`config.mk`:
```
export PLATFORM = sky130hd
export DESIGN_NAME = regfile_hilo_flat
export DESIGN_NICKNAME = d
export VERILOG_FILES = /design/src/rtl/regfile_hilo_if.sv /design/src/rtl/regfile_hilo.sv /design/src/flat_wrapper.sv
export SDC_FILE = /design/constraint.sdc
export NUM_CORES = 2
export LEC_CHECK = 0
export ABC_AREA = 1
export CAP_MARGIN = 20
export CORE_UTILIZATION = 35
export CTS_CLUSTER_DIAMETER = 60
export CTS_CLUSTER_SIZE = 25
export DETAILED_ROUTE_END_ITERATION = 12
export MAX_ROUTING_LAYER = met4
export PLACE_DENSITY = 0.57
export SYNTH_ARGS = -nofsm -noshare
export SYNTH_HDL_FRONTEND = slang
export SYNTH_SLANG_ARGS = --single-unit
```
`constraint.sdc`:
```
create_clock -name clk -period 2.9 [get_ports clk]
set_input_delay 0.58 -clock clk [delete_from_list [all_inputs] [get_ports clk]]
set_output_delay 0.58 -clock clk [all_outputs]
set_load 0.02 [all_outputs]
```
`src/rtl/regfile_hilo_if.sv`:
```
// Bus between the WB/ID pipeline stages and the architectural register file.
// The master side (pipeline) drives the WB write bus and the read indices;
// the slave side (register file) returns GPR and HI/LO read data.
interface regfile_hilo_if #(
  parameter int DATA_W = 32,
  parameter int ADDR_W = 5,
  parameter int BUS_W  = 1 + 2*DATA_W + 1 + ADDR_W + DATA_W
);
  logic [BUS_W-1:0]  wb_to_rf_bus;
  logic [ADDR_W-1:0] raddr1;
  logic [ADDR_W-1:0] raddr2;
  logic [DATA_W-1:0] rdata1;
  logic [DATA_W-1:0] rdata2;
  logic [DATA_W-1:0] hi_rdata;
  logic [DATA_W-1:0] lo_rdata;

  modport master (
    output wb_to_rf_bus, raddr1, raddr2,
    input  rdata1, rdata2, hi_rdata, lo_rdata
  );

  modport slave (
    input  wb_to_rf_bus, raddr1, raddr2,
    output rdata1, rdata2, hi_rdata, lo_rdata
  );
endinterface

```
`src/rtl/regfile_hilo.sv`:
```
// Architectural register file: 32 GPRs ($0 reads as zero) plus HI/LO.
// Writes arrive on the packed WB bus and commit on posedge clk. Reads are
// combinational, and a write in flight this cycle is forwarded to the read
// ports so the decode stage never needs its own WB forwarding path.
module regfile_hilo #(
  parameter int DATA_W = 32,
  parameter int ADDR_W = 5,
  parameter int BUS_W  = 1 + 2*DATA_W + 1 + ADDR_W + DATA_W
) (
  input  logic           clk,
  input  logic           resetn,
  regfile_hilo_if.slave  rf
);
  localparam int NREG = 1 << ADDR_W;

  logic                hilo_we;
  logic [2*DATA_W-1:0] hilo_wdata;
  logic                rf_we;
  logic [ADDR_W-1:0]   rf_waddr;
  logic [DATA_W-1:0]   rf_wdata;
  logic [DATA_W-1:0]   hilo_hi;
  logic [DATA_W-1:0]   hilo_lo;
  logic                gpr_we;

  // Entry 0 is reset to zero and never written; reads of $0 never touch it.
  logic [DATA_W-1:0]   gpr [0:NREG-1];
  logic [DATA_W-1:0]   hi_q;
  logic [DATA_W-1:0]   lo_q;

  assign {hilo_we, hilo_wdata, rf_we, rf_waddr, rf_wdata} = rf.wb_to_rf_bus;
  assign hilo_hi = hilo_wdata[2*DATA_W-1:DATA_W];
  assign hilo_lo = hilo_wdata[DATA_W-1:0];
  // Writes to $0 are dropped here, which also removes them from the bypass.
  assign gpr_we  = rf_we && (rf_waddr != '0);

  // Commit WB writes; reset clears every register without needing a clock.
  always_ff @(posedge clk or negedge resetn) begin
    if (!resetn) begin
      for (int i = 0; i < NREG; i++) begin
        gpr[i] <= '0;
      end
      hi_q <= '0;
      lo_q <= '0;
    end else begin
      if (gpr_we) begin
        gpr[rf_waddr] <= rf_wdata;
      end
      if (hilo_we) begin
        hi_q <= hilo_hi;
        lo_q <= hilo_lo;
      end
    end
  end

  // Read ports with same-cycle bypass; everything reads zero while in reset.
  always_comb begin
    rf.rdata1   = '0;
    rf.rdata2   = '0;
    rf.hi_rdata = '0;
    rf.lo_rdata = '0;
    if (resetn) begin
      if (rf.raddr1 == '0) begin
        rf.rdata1 = '0;
      end else if (gpr_we && (rf_waddr == rf.raddr1)) begin
        rf.rdata1 = rf_wdata;
      end else begin
        rf.rdata1 = gpr[rf.raddr1];
      end

      if (rf.raddr2 == '0) begin
        rf.rdata2 = '0;
      end else if (gpr_we && (rf_waddr == rf.raddr2)) begin
        rf.rdata2 = rf_wdata;
      end else begin
        rf.rdata2 = gpr[rf.raddr2];
      end

      rf.hi_rdata = hilo_we ? hilo_hi : hi_q;
      rf.lo_rdata = hilo_we ? hilo_lo : lo_q;
    end
  end
endmodule

```
`src/flat_wrapper.sv`:
```
// flat-port wrapper written by rule: the top's interface ports become plain ports
module regfile_hilo_flat 
#(
  parameter int DATA_W = 32,
  parameter int ADDR_W = 5,
  parameter int BUS_W  = 1 + 2*DATA_W + 1 + ADDR_W + DATA_W
)
  (clk, resetn, rf_wb_to_rf_bus, rf_raddr1, rf_raddr2, rf_rdata1, rf_rdata2, rf_hi_rdata, rf_lo_rdata);
  regfile_hilo_if #(.DATA_W(DATA_W), .ADDR_W(ADDR_W), .BUS_W(BUS_W)) rf_i ();
  input  logic clk;
  input  logic resetn;
  input wire logic [$bits(rf_i.wb_to_rf_bus)-1:0] rf_wb_to_rf_bus;
  input wire logic [$bits(rf_i.raddr1)-1:0] rf_raddr1;
  input wire logic [$bits(rf_i.raddr2)-1:0] rf_raddr2;
  output wire logic [$bits(rf_i.rdata1)-1:0] rf_rdata1;
  output wire logic [$bits(rf_i.rdata2)-1:0] rf_rdata2;
  output wire logic [$bits(rf_i.hi_rdata)-1:0] rf_hi_rdata;
  output wire logic [$bits(rf_i.lo_rdata)-1:0] rf_lo_rdata;
  assign rf_i.wb_to_rf_bus = rf_wb_to_rf_bus;
  assign rf_i.raddr1 = rf_raddr1;
  assign rf_i.raddr2 = rf_raddr2;
  assign rf_rdata1 = rf_i.rdata1;
  assign rf_rdata2 = rf_i.rdata2;
  assign rf_hi_rdata = rf_i.hi_rdata;
  assign rf_lo_rdata = rf_i.lo_rdata;
  regfile_hilo #(.DATA_W(DATA_W), .ADDR_W(ADDR_W), .BUS_W(BUS_W)) u_core (.clk(clk), .resetn(resetn), .rf(rf_i));
endmodule
```
### Word level (Yosys, flattened, before mapping)

Index checks and enable logic that the tools add are counted.

* equal/unequal tests: 2
* div/mod/pow operators: 0
* shift operators: 0
* reduce and logical (&&, ||, !) cells: 7
* $mul: 0
* add/sub/neg operators: 0
* $lt $le $gt $ge: 4
* muxes and demuxes: 19
* bitwise gates (word level): 3

Operator list (count)
* $bwmux 1024: 1
* $mux 32: 15
* $bmux 32 s5: 2
* $demux 32 s5: 1
* $ge 6x6->1 const B: 3
* $not 5->6: 3
* $eq 5x5->1: 2
* $logic_not 5->1: 2
* $lt 6x1->1 const B: 1
* $reduce_bool 5->1: 1
* $logic_and 1x1->1: 4

* bits in latches: 0
* bits in registers: 1088
* input port bits: 115
* memories kept: 0
* word-level logic and storage cells: 69
* output and inout port bits: 128
* memory bits (read-only): 0
* memory bits (writable): 0

### Logic depth before layout (Yosys ltp)

* word-level depth: 7
* depth in mapped cells: 13

### Least setup slack after synthesis

OpenSTA, ideal clock, no wires.

* kind: input to output
* start point: input rf_raddr1[1]
* end point: output rf_rdata1[22]
* arrival: 2.111 ns
* slack: 0.209 ns
* data required time: 2.320 ns
* buffers on the path: 3
* stages: 10
* path through: buf_2 > inv_2 > clkbuf_1 > buf_1 > o211ai_1 > nand3_1 > nand3_1 > nand3_1 > nand2_1 > a21oi_1

* word-level cells in the longest chain between the ends: 7
* elaborated cells between the ends (all ways): 10

RTL lines
* from (decl): line flat_wrapper.sv:13 `input wire logic [$bits(rf_i.raddr1)-1:0] rf_raddr1;`
* $not 5->6 (not written as such): line regfile_hilo.sv:67 `rf.rdata1 = gpr[rf.raddr1];`
* $bmux 32 s5: line regfile_hilo.sv:67
* $mux 32 (not written as such) (2 in a row): line regfile_hilo.sv:67
* $mux 32: line regfile_hilo.sv:64 `end else if (gpr_we && (rf_waddr == rf.raddr1)) begin`
* $mux 32 *: line regfile_hilo.sv:62 `if (rf.raddr1 == '0) begin`
* $mux 32 *: line regfile_hilo.sv:61 `if (resetn) begin`
* to (decl): line flat_wrapper.sv:15 `output wire logic [$bits(rf_i.rdata1)-1:0] rf_rdata1;`

Mark *: on every way between the ends. The rest lies on a longest branch, timed or not. The select of a mux whose other input is x is not followed.

### Worst setup path in the final report

* start point: input rf_raddr2[3]
* end point: output rf_rdata2[16]

* word-level cells in the longest chain between the ends: 7
* elaborated cells between the ends (all ways): 10

RTL lines
* from (decl): line flat_wrapper.sv:14 `input wire logic [$bits(rf_i.raddr2)-1:0] rf_raddr2;`
* $not 5->6 (not written as such): line regfile_hilo.sv:75 `rf.rdata2 = gpr[rf.raddr2];`
* $bmux 32 s5: line regfile_hilo.sv:75
* $mux 32 (not written as such) (2 in a row): line regfile_hilo.sv:75
* $mux 32: line regfile_hilo.sv:72 `end else if (gpr_we && (rf_waddr == rf.raddr2)) begin`
* $mux 32 *: line regfile_hilo.sv:70 `if (rf.raddr2 == '0) begin`
* $mux 32 *: line regfile_hilo.sv:61
* to (decl): line flat_wrapper.sv:16 `output wire logic [$bits(rf_i.rdata2)-1:0] rf_rdata2;`

Marked as above.

==> metrics.md <==
| Metric | Value |
|---|---|
| Outcome | complete, but fails checks |
| Failing checks | negative setup slack |
| Peak supply drop | 0.427 mV |
| Unrepaired setup endpoints after global routing | true |
| Number of buffers inserted during clock tree synthesis | 112 |
| Final hold violation count | 0 |
| Sequential power share | 0.406 |
| Crit Path Class | primary input to output pin |
| Setup WS post-layout | -0.0756 ns |
| Worst Skew | 0 ns |
| Number of design rule violations left after detail routing | 0 |
| Synthesized flop and latch total | 1,088 |
| Count of synthesis-stage warnings from yosys | 0 |
| Count of distinct cell types in the synthesized netlist | 23 |
| Synthesized instance count | 9,579 |
| Die outline area | 183,000 um2 |
| Clock transition at path regs | 0.07 ns |
| Maximum buffer depth of the clock tree | 3 |
| Detailed-route vias per instance | 5.45 |
| Critical path peak fanout | 10 |
| Number of placement rows | 155 |
| Total setup violations reported at the end of the flow | 8 |
| Net count after synthesis | 9,694 |
| Worst hold path type | primary input to async pin |
| Wire length of the first global-routing pass | 415,000 um |
| Worst slew margin | 0.342 |
| Post-layout nets | 10,000 |
| Power density cells | 589 nW/um2 |
| Total power draw | 47.5 mW |
| Final routed wire length divided by cell count | 22.8 um |
| Crit path DAT | 2.40 ns |
| Switching component of the power | 16.5 mW |
| Worst Path Required | 2.32 ns |
| Storage element area | 27,200 um2 |
| Final critical-path required period | 2.98 ns |
| Routed wire length | 281,000 um |
| Iter 0 DRT Violations | 8,229 |
| Count of H-tree levels built during CTS | 3 |
| Worst-margin pin slew | 0.987 ns |
| Detailed-route via count | 67,300 |
| Number of antenna violations at the first check in global routing | 6 |
| Chip Height | 427 um |
| Critical path launch point type | primary input |
| Clock tree from TritonCTS | built |
| Number of maximum-capacitance violations | 0 |
| Sequential share of the synthesized area | 0.430 |
| Total grt overflow | 0 |
| Combined global-route utilization of all metal layers | 0.311 |
| Via count of the first global-routing pass | 63,200 |
| Buffers added on ports | 242 |
| Highest Clock Rate | 336 MHz |
| Growth of design area from synthesis to finish | 27.3% |
| Gate power share | 0.258 |
| Mean cell area of the mapped netlist | 6.61 um2 |
| Share of total power consumed by net switching | 0.348 |
| Die W | 427 um |
| Final critical-path share of the clock period | 1.03 |
| Starting Density | 0.354 |
| Core Area | 179,000 um2 |
| First-pass detailed-route iteration total | 9 |
| Final number of max-transition violations | 0 |
| Largest net degree at the start of global routing | 151 |
| DPL Wire Length | 179,000 um |
| Clock power share | 0.335 |
| Cell internal power dissipation | 30.9 mW |
| Final weighted congestion in routability-driven placement | 0.948 |
| Antenna violation net count after detailed routing | 0 |
| Fraction of final layout cells sized beyond drive strength 1 | 0.130 |
| Latest clock arrival within the worst-skew pair | 0.78 ns |
| Capturing element type of the critical path | output pin |
| Number of I/O pins | 243 |
| Leak pwr | 41.1 nW |
| Multi-input logic area | 30,400 um2 |
| Number of sinks handled by clock tree synthesis | 1,088 |
| Post-synthesis instance area | 63,300 um2 |
| Number of filler instances in the final layout | 17,900 |
| Final hold slack | 0.0692 ns |
| CTS root buffer | clkbuf_16 |
==> logic make-up after synthesis <==
group | Yosys count | synth area share
flops | 1088 | 0.430
buf+inv | 1836 | 0.111
xor+xnor | 8 | 0.00111
simple gates | 5369 | 0.352
compound gates | 1278 | 0.106
==> through the flow <==
step	instances	setup slack [ns]	utilization	instance area, um2	TNS [ns]
after floorplan	9579	0.209	-	63300	0
after global placement	12000	-0.921	0.410	73300	-37.74
after detailed placement	12000	-0.949	0.410	73300	-39.37
after CTS	12300	-0.0896	0.444	79500	-0.185
after global routing	12300	-0.100	0.450	80600	-0.844
final	12400	-0.0756	0.450	80600	-0.169
==> registers in the layout (all words and copies together) (netlist names) <==
name	flops
u_core.hi_q	32
u_core.lo_q	32
u_core.gpr	1024
==> synth_stat cells, drive strengths merged <==
| library cell | number | area [um2] |
|---|---|---|
| o21bai | 33 | 248 |
| clkinv | 8 | 30.0 |
| nand3 | 1597 | 7990 |
| nor3 | 28 | 198 |
| nor2 | 50 | 198 |
| o21ai | 1049 | 5250 |
| xnor2 | 4 | 35.0 |
| nor4 | 1 | 21.3 |
| nand2 | 3686 | 13800 |
| xor2 | 4 | 35.0 |
| a21oi | 113 | 566 |
| dfrtp | 1088 | 27200 |
| inv | 1061 | 3980 |
| or2 | 7 | 43.8 |
| clkbuf | 596 | 2240 |
| o211ai | 83 | 623 |
| buf | 171 | 781 |
==> repair_timing <==
action                                  4_1_cts  5_1_grt
endpoints found under the setup margin       64       58
gates cloned                                 27       14
gates resized for setup                     423      212
hold buffers                                  1        0
endpoints found under the hold margin        60        0
pin swaps                                    38       58
buffers inserted                             38        9
==> area by class of cell <==
| cell class | instances | area share |
|---|---|---|
| multi-input cells | 6655 | 0.378 |
| flip-flops and latches | 1088 | 0.338 |
| repair buffers | 965 | 0.147 |
| inverters | 1069 | 0.0507 |
| well taps | 2355 | 0.0366 |
| clock buffers | 125 | 0.0365 |
| clock inverters | 85 | 0.0130 |
| diodes | 9 | 0.000280 |
==> routing by layer <==
| metal | track usage | vias up | share of wire |
|---|---|---|---|
| met5 | - | - | 0 |
| met4 | 0.184 | 0 | 0.068 |
| met1 | 0.395 | 32300 | 0.40 |
| li1 | - | 30900 | - |
| met3 | 0.0429 | 758 | 0.087 |
| met2 | 0.471 | 3417 | 0.44 |
==> power groups by stage <==
stage	Sequential, mW	Clock, mW	Combinational, mW
detailed placement	19.5	0	11.5
finish	19.3	15.9	12.3
floorplan	19.2	0	7.33
global placement	19.4	0	11.3
CTS	19.2	16.1	11.9
global route	19.6	16.7	13.7
==> worst paths after layout <==
check	slack, ns	depth (start not counted)	start	to
worst min register to register	0.41	0	u_core.gpr[1023]	u_core.gpr[1023]
max in group asynchronous	0.82	4	resetn	u_core.gpr[539]
min in group clk	0.21	3	rf_wb_to_rf_bus[102]	u_core.hi_q[6]
worst max register to register	2.07	3	u_core.gpr[78]	u_core.gpr[78]
worst min-delay path	0.07	3	resetn	u_core.gpr[942]
worst max-delay path	-0.08	11	rf_raddr2[3]	rf_rdata2[16]
==> critical path, cell delays in order <==
cell and delay, ns:
buf_4 0.16, buf_4 0.16, buf_4 0.30, buf_6 0.23, nand3_2 0.10, nand3_2 0.09
nand2_2 0.07, buf_12 0.13, a21oi_4 0.29, buf_6 0.15, buf_12 0.10
==> layout by cell type, fill, tap and decap left out, drive strengths merged, types with 50 or more instances in the layout <==
cell type	n
nand3	1597
o21ai	1049
clkbuf	141
a21oi	113
clkdlybuf4s50	160
nor2	50
nand2	3686
dfrtp	1088
o211ai	83
inv	1096
buf	767
Note: power is estimated with default switching activity, not from simulation.
